<file path="config.mk">
export PLATFORM = sky130hd
export DESIGN_NAME = instruction_fetch_unit
export DESIGN_NICKNAME = d
export VERILOG_FILES = /design/src/rtl/instruction_fetch_unit.sv
export SDC_FILE = /design/constraint.sdc
export NUM_CORES = 1
export LEC_CHECK = 0
export CAP_MARGIN = 5
export CORE_ASPECT_RATIO = 1.25
export CORE_MARGIN = 2
export CORE_UTILIZATION = 49
export CTS_BUF_LIST = sky130_fd_sc_hd__clkbuf_4 sky130_fd_sc_hd__clkbuf_8
export DETAILED_ROUTE_END_ITERATION = 6
export PLACE_DENSITY = 0.81
export SETUP_SLACK_MARGIN = 0.02
export SLEW_MARGIN = 20
export SYNTH_ARGS = -nofsm -noshare
export SYNTH_HDL_FRONTEND = slang
export SYNTH_SLANG_ARGS = --single-unit
</file>
<file path="constraint.sdc">
create_clock -name clock -period 5 [get_ports clock]
set_clock_uncertainty 0.2 [all_clocks]
set_input_delay 0.75 -clock clock [delete_from_list [all_inputs] [get_ports clock]]
set_output_delay 0.75 -clock clock [all_outputs]
set_load 0.05 [all_outputs]
</file>
<file path="src/rtl/instruction_fetch_unit.sv">
// rtl/instruction_fetch_unit.sv - fetch PC owner with imem req/ack and decode valid/ready handshakes
// Optional feature macro: FETCH_TIMEOUT_EN (adds the ERROR state, the timeout counter and the fetch_error port)
module instruction_fetch_unit #(
  parameter logic [31:0] RESET_ADDR     = 32'h00000000,
  parameter int          TIMEOUT_CYCLES = 16
) (
  input  logic        clock,
  input  logic        reset,
  input  logic        redirect_valid,
  input  logic [31:0] redirect_addr,
  output logic        imem_req,
  output logic [31:0] imem_addr,
  input  logic        imem_ack,
  input  logic [31:0] imem_rdata,
  output logic        instr_valid,
  input  logic        instr_ready,
  output logic [31:0] instr_out,
  output logic [31:0] instr_pc,
  output logic [31:0] pc_out
`ifdef FETCH_TIMEOUT_EN
  ,
  output logic        fetch_error
`endif
);

  typedef enum logic [1:0] {
    IDLE,
    REQ,
    HOLD
`ifdef FETCH_TIMEOUT_EN
    ,
    ERROR
`endif
  } state_t;

  state_t      state, state_next;
  logic [31:0] pc_next, instr_out_next, instr_pc_next;
  logic        pend_valid, pend_valid_next;
  logic [31:0] pend_addr, pend_addr_next;
  logic [31:0] redirect_target;

`ifdef FETCH_TIMEOUT_EN
  localparam int CW = $clog2(TIMEOUT_CYCLES + 1);
  logic [CW-1:0] to_cnt, to_cnt_next;
  logic          fetch_error_next;
`endif

  assign redirect_target = redirect_addr & ~32'h3;
  // pc_out only moves on an ack or outside REQ, so it doubles as the stable fetch address
  assign imem_addr = pc_out;

  always_ff @(posedge clock or posedge reset) begin
    if (reset) begin
      state      <= IDLE;
      pc_out     <= RESET_ADDR;
      instr_out  <= 32'h0;
      instr_pc   <= 32'h0;
      pend_valid <= 1'b0;
      pend_addr  <= 32'h0;
`ifdef FETCH_TIMEOUT_EN
      to_cnt      <= '0;
      fetch_error <= 1'b0;
`endif
    end else begin
      state      <= state_next;
      pc_out     <= pc_next;
      instr_out  <= instr_out_next;
      instr_pc   <= instr_pc_next;
      pend_valid <= pend_valid_next;
      pend_addr  <= pend_addr_next;
`ifdef FETCH_TIMEOUT_EN
      to_cnt      <= to_cnt_next;
      fetch_error <= fetch_error_next;
`endif
    end
  end

  always_comb begin
    state_next      = state;
    pc_next         = pc_out;
    instr_out_next  = instr_out;
    instr_pc_next   = instr_pc;
    pend_valid_next = pend_valid;
    pend_addr_next  = pend_addr;
    imem_req        = 1'b0;
    instr_valid     = 1'b0;
`ifdef FETCH_TIMEOUT_EN
    to_cnt_next      = to_cnt;
    fetch_error_next = fetch_error;
`endif
    case (state)
      IDLE: begin
        state_next = REQ;
`ifdef FETCH_TIMEOUT_EN
        to_cnt_next = '0;
`endif
      end
      REQ: begin
        imem_req = 1'b1;
        if (imem_ack) begin
          if (redirect_valid || pend_valid) begin
            // returning word belongs to the squashed path; a same-cycle redirect is the newest target
            pc_next         = redirect_valid ? redirect_target : pend_addr;
            pend_valid_next = 1'b0;
          end else begin
            instr_out_next = imem_rdata;
            instr_pc_next  = pc_out;
            pc_next        = pc_out + 32'd4;
            state_next     = HOLD;
          end
`ifdef FETCH_TIMEOUT_EN
          to_cnt_next = '0;
`endif
        end else begin
          if (redirect_valid) begin
            pend_valid_next = 1'b1;
            pend_addr_next  = redirect_target;
          end
`ifdef FETCH_TIMEOUT_EN
          if (to_cnt == CW'(TIMEOUT_CYCLES - 1)) begin
            fetch_error_next = 1'b1;
            state_next       = ERROR;
          end else begin
            to_cnt_next = to_cnt + 1'b1;
          end
`endif
        end
      end
      HOLD: begin
        instr_valid = 1'b1;
        if (redirect_valid) begin
          pc_next    = redirect_target;
          state_next = REQ;
        end else if (instr_ready) begin
          state_next = REQ;
        end
`ifdef FETCH_TIMEOUT_EN
        to_cnt_next = '0;
`endif
      end
`ifdef FETCH_TIMEOUT_EN
      ERROR: begin
        state_next = ERROR;
      end
`endif
      default: begin
        state_next = IDLE;
      end
    endcase
  end

endmodule

</file>
==> impl_metrics.env, run 1 <==
export IMPL_drt_iter0_drc=434
export IMPL_slew_headroom_pct=22.7
export IMPL_gr_usage_all_layers_pct=25.9
export IMPL_drt_total_wl_um=18100
export IMPL_synth_top_area_cell="dfrtp_1"
export IMPL_fin_ws_ns=1.52
export IMPL_ys_warn_count=0
export IMPL_worst_path_largest_cell_delay_ns=0.94
export IMPL_worstSetupEndpointType="primary output"
export IMPL_start_util_pct=49.8
export IMPL_dpl_cell_count=903
export IMPL_first_pass_iters=5
export IMPL_synthCells=593
export IMPL_dpl_cell_area_um2=8400
export IMPL_path_class="register to primary output"
export IMPL_htreeDepth=4
export IMPL_antenna_found_initial=0
export IMPL_worst_path_stages=3
export IMPL_synth_ff_type="dfrtp_1"
export IMPL_synth_area_per_cell_um2=11.1
export IMPL_grt_ovfl_total=0
export IMPL_cts_setup_buffers=0
export IMPL_tightestPinTransition_ns=1.16
export IMPL_slowest_stage="clkdlybuf4s50_1"
export IMPL_ir_drop_v=0.000549
export IMPL_hold_viol_final=0
export IMPL_power_density_nw_per_um2=798
export IMPL_startpoint="state[0]"
export IMPL_cts_sinks=131
export IMPL_hpwl_um=12400
export IMPL_synth_top_cell_area_share_pct=50.0
export IMPL_hold_class="register to register"
export IMPL_nNetsFinal=824
export IMPL_crit_chain="inv_1 > ha_1 > clkdlybuf4s50_1"
export IMPL_arrival_ns=2.53
export IMPL_cts_root_buf="clkbuf_8"
export IMPL_drc=0
export IMPL_num_antenna_cells=0
export IMPL_ff2ff_setup_slack_ns=1.71
export IMPL_design_area_um2=8810
export IMPL_rows=47
export IMPL_yosysSeqAreaShare_pct=50.0
export IMPL_synthArstFlopShare_pct=100
export IMPL_io_buffers=196
export IMPL_grt_pass1_wl_um=29000
export IMPL_finalSetupViolCount=0
export IMPL_worstReg2RegEnd="imem_addr[28]"
export IMPL_ant_nets=0
export IMPL_crit_path_end="instr_valid"
export IMPL_path_delay_family="buffers and inverters"
export IMPL_vias=5505
export IMPL_max_freq_mhz=287
export IMPL_syn2layout_area_growth_pct=34.3
export IMPL_cts_inserted_buffers=17
export IMPL_ios=199
export IMPL_ctsHoldBuffers=0
export IMPL_synth_area_um2=6560
export IMPL_preCtsSetupSlack_ns=1.45
export IMPL_synth_ff_latch_count=131
export IMPL_synth_edf_count=0
export IMPL_cts_resized_gates=0
export IMPL_synth_fp_nets=666
export IMPL_clkLatencyLatePin_ns=0.44
export IMPL_setup_tns_ns=0
export IMPL_globalplace_congestion=0.880
export IMPL_grt_pass1_vias=5794
export IMPL_yosys_cell_types_count=61
export IMPL_clockBufferDepth=2
export IMPL_final_max_slew_violation_count=0
export IMPL_dieArea_um2=14300
export IMPL_cap_viol_max_count=0
export IMPL_via_per_inst=5.89
export IMPL_r2r_worst_path_cells=7
export IMPL_r2r_start="state[0]"
export IMPL_wire_per_inst_um=19.3
export IMPL_worstSetupStartpointType="register"
export IMPL_coreArea_um2=13200
export IMPL_min_period_over_period_pct=69.6
export IMPL_period_minus_slack_ns=3.48
export IMPL_path_buf_inv=2
export IMPL_cp_data_required_time_ns=4.05
export IMPL_drive_gt1_share_pct=19.0
export IMPL_die_h_um=133
export IMPL_grt_max_degree=102
export IMPL_cts_tree="built"
export IMPL_die_w_um=107
export IMPL_synthTopCellsByArea="dfrtp_1, mux2_2, buf_4"
export IMPL_total_leakage_power_nw=3.59
export IMPL_rsz0062_at_grt="false"
export IMPL_outcome="complete, no violations"
export IMPL_fin_cells=935
export IMPL_clk_pin_slew_ns=0.08
export IMPL_crit_fanout=19
[state kept, by name, summed over array words and instances, names as in the netlist]
| register | flops |
|---|---|
| pend_addr | 32 |
| pend_valid | 1 |
| instr_pc | 32 |
| imem_addr | 32 |
| instr_out | 32 |
| state | 2 |
[where the power goes]
group          internal, mW  switching (mW)  leakage [nW]
clock network         0.472           0.457         0.210
logic                  1.45            2.58          1.79
registers              1.56           0.515          1.59
[kinds of logic after synthesis]
| family | Yosys count | share of synthesized area [%] |
|---|---|---|
| and+or+nand+nor | 153 | 12.8 |
| DFF | 131 | 50.0 |
| AOI/OAI and AO/OA | 125 | 12.2 |
| muxes | 97 | 16.6 |
| buffers and inverters | 79 | 7.11 |
| xor gates and xnor gates | 4 | 0.534 |
| adders and majority gates | 4 | 0.763 |
[through the flow]
stage | total power [mW] | utilization [%] | hold slack (ns)
2_1_floorplan | 4.87 | - | 0.249
3_3_place_gp | 5.97 | 63.8 | 0.263
3_5_place_dp | 6.10 | 63.8 | 0.279
4_1_cts | 7.05 | 66.9 | 0.296
5_1_grt | 7.36 | 66.9 | 0.317
6_report | 7.03 | 66.9 | 0.296
[area by class of cell]
class	count	area [um^2]
multi-input combinational	383	2820
fill	998	4370
timing repair buffer	207	2040
tap	171	214
clock buffer	19	255
inverter	11	46.3
clock inverter	13	151
sequential	131	3280
[cell usage after synthesis (4+ instances only)]
master and count:
clkbuf_1 11, nand2b_1 8, a22o_1 4, nor3_1 4, mux2_1 4, a221oi_1 4, nand2_1 46, ha_1 4
o21ai_0 30, o21ai_1 9, buf_4 37, and2_1 5, and3_1 12, nor2_1 27, mux2i_1 4, a21oi_1 28
o21a_1 6, nand4_1 10, a31oi_1 12, nand3b_1 4, nand3_1 17, inv_1 9, buf_2 19, dfrtp_1 131
mux2_2 89
[layer usage]
| metal | track usage (%) | routed length (um) | vias up |
|---|---|---|---|
| met5 | 0 | 0 | - |
| met4 | 11.5 | 506 | 0 |
| met3 | 7.68 | 1550 | 49 |
| met2 | 44.2 | 9440 | 309 |
| met1 | 29.9 | 6580 | 2717 |
| li1 | - | - | 2430 |
[cell usage in the layout (no fill, tap or decap), types with 3 or more instances in the layout]
cell type and instances:
a21oi_1 28, a221oi_1 4, a22o_1 4, a31oi_1 12
a41oi_1 3, and2_1 5, and3_1 12, buf_4 11
clkbuf_8 18, clkdlybuf4s50_1 196, clkinv_4 5, dfrtp_1 131
ha_1 4, inv_1 8, inv_6 4, mux2_1 4
mux2_2 89, mux2i_1 4, nand2_1 46, nand2b_1 8
nand3_1 17, nand3b_1 4, nand4_1 10, nor2_1 26
nor3_1 4, nor4_1 3, o211ai_1 3, o21a_1 6
o21ai_0 30, o21ai_1 9, o22a_1 3, o22ai_1 3
o311ai_1 3, o31ai_1 3
[worst register-to-register path: cells and delay by family (launching register included)]
family,cells,cell delay (ns)
and+or+nand+nor,1,0.77
AOI/OAI and AO/OA,2,0.29
buffers and inverters,2,0.54
muxes,1,0.30
adders and majority gates,1,0.66
DFF,1,0.39
[how the worst min path moves through the flow]
stage	slack, ns	start	cells past startpoint	end
floorplan	0.25	pend_addr[28]	2	pend_addr[28]
global placement	0.26	pend_addr[28]	2	pend_addr[28]
detailed placement	0.28	instr_pc[27]	1	instr_pc[27]
CTS	0.30	pend_addr[28]	2	pend_addr[28]
global route	0.32	pend_addr[5]	1	pend_addr[5]
finish	0.30	instr_pc[27]	1	instr_pc[27]
No activity file was read; power rests on OpenSTA's default activity.
==> run 2, diff against run 1 <==
- clock period: 5 -> 3.6 ns (I/O delays scaled with it)
==> impl_metrics.env, run 2 (synthesized netlist as in run 1, its figures left out) <==
export IMPL_finalSetupViolCount=0
export IMPL_power_density_nw_per_um2=1110
export IMPL_die_w_um=107
export IMPL_layout_commonest_cell="clkdlybuf4s50_1"
export IMPL_rsz0062_at_grt="false"
export IMPL_drive_gt1_share_pct=19.4
export IMPL_path_class="register to primary output"
export IMPL_drc=0
export IMPL_crit_chain="inv_1 > ha_1 > clkdlybuf4s50_1"
export IMPL_globalplace_congestion=0.865
export IMPL_dieArea_um2=14300
export IMPL_cts_setup_buffers=0
export IMPL_worst_path_stages=3
export IMPL_crit_fanout=19
export IMPL_clockBufferDepth=2
export IMPL_fillers=1017
export IMPL_path_delay_family="buffers and inverters"
export IMPL_total_leakage_power_nw=3.64
export IMPL_cap_viol_max_count=0
export IMPL_cts_resized_gates=0
export IMPL_slew_headroom_pct=47.5
export IMPL_clk_pin_slew_ns=0.08
export IMPL_rows=47
export IMPL_arrival_ns=2.56
export IMPL_outcome="complete, no violations"
export IMPL_final_max_slew_violation_count=0
export IMPL_hold_class="register to register"
export IMPL_hpwl_um=12400
export IMPL_tightestPinTransition_ns=0.787
export IMPL_wire_per_inst_um=19.0
export IMPL_worstSetupStartpointType="register"
export IMPL_die_h_um=133
export IMPL_cts_sinks=131
export IMPL_cts_inserted_buffers=17
export IMPL_first_pass_iters=5
export IMPL_dpl_cell_count=908
export IMPL_drt_total_wl_um=17800
export IMPL_worstSetupEndpointType="primary output"
export IMPL_regArea_um2=3280
export IMPL_final_cell_mix="clkdlybuf4s50_1, dfrtp_1, mux2_2, nand2_1, o21ai_0"
export IMPL_cp_data_required_time_ns=2.86
export IMPL_setup_tns_ns=0
export IMPL_syn2layout_area_growth_pct=36.1
export IMPL_total_power_mw=9.87
export IMPL_grt_pass1_vias=5724
export IMPL_cts_root_buf="clkbuf_8"
export IMPL_vias=5495
export IMPL_ant_nets=0
export IMPL_cts_tree="built"
export IMPL_max_freq_mhz=303
export IMPL_ir_drop_v=0.000757
export IMPL_drt_iter0_drc=377
export IMPL_whs_ns=0.293
export IMPL_num_antenna_cells=0
export IMPL_gr_usage_all_layers_pct=25.6
export IMPL_grt_pass1_wl_um=28900
export IMPL_path_buf_inv=2
export IMPL_ctsHoldBuffers=0
export IMPL_io_buffers=196
export IMPL_worst_path_largest_cell_delay_ns=0.94
export IMPL_min_period_over_period_pct=91.6
export IMPL_r2r_worst_path_cells=8
export IMPL_coreArea_um2=13200
export IMPL_ios=199
export IMPL_worstHoldPathCells=1
export IMPL_grt_max_degree=50
export IMPL_slowest_stage="clkdlybuf4s50_1"
export IMPL_multi_input_area_um2=2820
export IMPL_nNetsFinal=829
export IMPL_antenna_found_initial=0
export IMPL_hold_viol_final=0
export IMPL_start_util_pct=49.8
export IMPL_via_per_inst=5.85
export IMPL_clkLatencyLatePin_ns=0.43
export IMPL_period_minus_slack_ns=3.30
export IMPL_htreeDepth=4
export IMPL_grt_ovfl_total=0
export IMPL_fin_cells=940
run 2: cell count changes in the layout (fill, tap and decap cells not counted):
| cell | change |
|---|---|
| buf_12 | +3 |
| buf_4 | +2 |
| bufinv_16 | +2 |
| clkbuf_4 | -1 |
| clkbuf_8 | +2 |
| clkinv_4 | -2 |
| clkinvlp_4 | +4 |
| inv_6 | -4 |
| inv_8 | -1 |
| nor2_1 | +1 |
| nor2_2 | -1 |
run 2: per-stage QoR:
step | cell area [um^2] | utilization, % | setup WS [ns]
CTS | 8930 | 67.8 | 0.315
global route | 8930 | 67.8 | 0.187
detailed placement | 8470 | 64.3 | 0.589
finish | 8930 | 67.8 | 0.302
global placement | 8470 | 64.3 | 0.651
floorplan | 6560 | - | 1.11
run 2: worst paths after layout:
kind                              start            end  slack [ns]
max                            state[0]    instr_valid        0.30
min in group asynchronous         reset  instr_out[18]        0.37
min reg2reg                instr_pc[26]   instr_pc[26]        0.29
max in group asynchronous         reset   imem_addr[6]        1.86
min                        instr_pc[26]   instr_pc[26]        0.29
max reg2reg                    state[0]  imem_addr[18]        0.72
run 2: cell type report:
class / instances / share of cell area, %
clock inverters: 12 / 2.00
clock buffers: 20 / 3.08
well taps: 171 / 2.40
repair buffers: 212 / 23.7
flip-flops and latches: 131 / 36.7
multi-input cells: 383 / 31.5
inverters: 11 / 0.505
run 2: worst register-to-register path, stage by stage, from the launching register on:
cell      delay, ns
dfrtp_1        0.40
inv_1          0.10
ha_1           0.68
mux2i_1        0.32
nand2b_1       0.23
buf_4          0.27
a22o_1         0.31
a31oi_1        0.16
o21ai_1        0.09
run 2: routing by layer:
layer / up-vias / global-route usage (%) / share of wire, %
met5: - / 0 / 0
met4: 0 / 10.8 / 3.0
met3: 48 / 8.22 / 9.5
met2: 320 / 42.3 / 49
met1: 2697 / 30.7 / 38
li1: 2430 / - / -
run 2: where the power goes:
group          internal, mW  switching (mW)  total (mW)
Combinational          2.02            3.57        5.59
Sequential             2.16           0.717        2.88
Clock                 0.811           0.589        1.40
==> run 3, diff against run 2 <==
- CORE_ASPECT_RATIO: 1.25 -> 0.75
- CTS_CLUSTER_SIZE: unset -> 24
==> impl_metrics.env, run 3 (synthesized netlist as in run 1, its figures left out) <==
export IMPL_rsz0062_at_grt="false"
export IMPL_grt_pass1_wl_um=27700
export IMPL_via_per_inst=5.79
export IMPL_crit_fanout=9
export IMPL_gr_usage_all_layers_pct=25.0
export IMPL_clkLatencyLatePin_ns=0.44
export IMPL_cts_tree="built"
export IMPL_r2r_worst_path_cells=4
export IMPL_setup_tns_ns=0
export IMPL_drive_gt1_share_pct=19.3
export IMPL_total_power_mw=9.82
export IMPL_max_freq_mhz=345
export IMPL_ios=199
export IMPL_syn2layout_area_growth_pct=35.8
export IMPL_fin_ws_ns=0.703
export IMPL_ctsHoldBuffers=0
export IMPL_cts_inserted_buffers=17
export IMPL_outcome="complete, no violations"
export IMPL_layout_commonest_cell="clkdlybuf4s50_1"
export IMPL_arrival_ns=2.16
export IMPL_final_cell_mix="clkdlybuf4s50_1, dfrtp_1, mux2_2, nand2_1, o21ai_0"
export IMPL_clockBufferDepth=2
export IMPL_hp_start="instr_pc[27]"
export IMPL_htreeDepth=4
export IMPL_vias=5438
export IMPL_fin_cells=939
export IMPL_preCtsSetupSlack_ns=0.597
export IMPL_drc=0
export IMPL_grt_ovfl_total=0
export IMPL_finalSetupViolCount=0
export IMPL_drt_total_wl_um=17600
export IMPL_start_util_pct=50.4
export IMPL_cts_root_buf="clkbuf_8"
export IMPL_path_class="register to primary output"
export IMPL_total_leakage_power_nw=3.62
export IMPL_min_to="instr_pc[27]"
export IMPL_min_period_over_period_pct=80.5
export IMPL_cp_data_required_time_ns=2.86
export IMPL_r2r_start="pend_valid"
export IMPL_tightestPinTransition_ns=0.764
export IMPL_grt_pass1_vias=5327
export IMPL_ff2ff_setup_slack_ns=1.02
export IMPL_die_w_um=138
export IMPL_antenna_found_initial=0
export IMPL_wire_per_inst_um=18.8
export IMPL_slew_headroom_pct=49.0
export IMPL_power_density_nw_per_um2=1100
export IMPL_nNetsFinal=828
export IMPL_crit_chain="inv_1 > ha_1 > clkdlybuf4s50_1"
export IMPL_first_pass_iters=6
export IMPL_io_buffers=196
export IMPL_slowest_stage="clkdlybuf4s50_1"
export IMPL_worstHoldPathCells=1
export IMPL_cap_viol_max_count=0
export IMPL_hpwl_um=12400
export IMPL_cts_sinks=131
export IMPL_final_max_slew_violation_count=0
export IMPL_ant_nets=0
export IMPL_utilization_pct=68.4
export IMPL_globalplace_congestion=0.881
export IMPL_hold_class="register to register"
export IMPL_rows=36
export IMPL_worstSetupEndpointType="primary output"
export IMPL_worst_path_largest_cell_delay_ns=0.87
export IMPL_ir_drop_v=0.000786
export IMPL_die_h_um=104
export IMPL_cts_resized_gates=0
export IMPL_dpl_cell_count=907
export IMPL_period_minus_slack_ns=2.90
export IMPL_regArea_um2=3280
export IMPL_cts_setup_buffers=0
export IMPL_hold_viol_final=0
export IMPL_multi_input_area_um2=2820
export IMPL_clk_pin_slew_ns=0.07
export IMPL_num_antenna_cells=0
export IMPL_worstSetupStartpointType="register"
export IMPL_fillers=895
export IMPL_worstReg2RegEnd="instr_pc[13]"
export IMPL_dieArea_um2=14300
export IMPL_path_delay_family="buffers and inverters"
export IMPL_grt_max_degree=76
export IMPL_drt_iter0_drc=607
export IMPL_path_buf_inv=2
export IMPL_coreArea_um2=13000
## run 3: where the power goes
part	total [mW]	switching, mW	internal, mW
sequential	2.87	0.711	2.16
clock	1.34	0.600	0.739
combinational	5.61	3.57	2.04
## run 3: how the worst max path moves through the flow
stage / startpoint / to / slack, ns / cells after the start
global route: state[1] / imem_req / 0.59 / 3
finish: state[1] / imem_req / 0.70 / 3
global placement: redirect_valid / imem_addr[2] / 0.68 / 7
floorplan: state[1] / imem_addr[22] / 1.11 / 10
detailed placement: redirect_valid / imem_addr[3] / 0.60 / 7
CTS: state[1] / imem_req / 0.68 / 3
## run 3: area by class of cell
type / instances / area share, %
sequential: 131 / 36.8
multi-input combinational: 383 / 31.6
timing repair buffer: 211 / 23.9
clock buffer: 20 / 3.09
tap: 171 / 2.40
clock inverter: 12 / 1.74
inverter: 11 / 0.506
## run 3: per-stage QoR
| step | hold slack, ns | instance area [um^2] |
|---|---|---|
| after floorplan | 0.249 | 6560 |
| after global placement | 0.263 | 8480 |
| after detailed placement | 0.275 | 8480 |
| after CTS | 0.291 | 8910 |
| after global routing | 0.300 | 8910 |
| final | 0.288 | 8910 |
## run 3: per-layer routing
layer  up-vias  track usage, %  share of wire, %
met5         -               0                 0
met4         0            8.47               1.4
met3        25            5.26               8.4
met2       295            40.1                48
met1      2679            33.5                42
li1       2439               -                 -
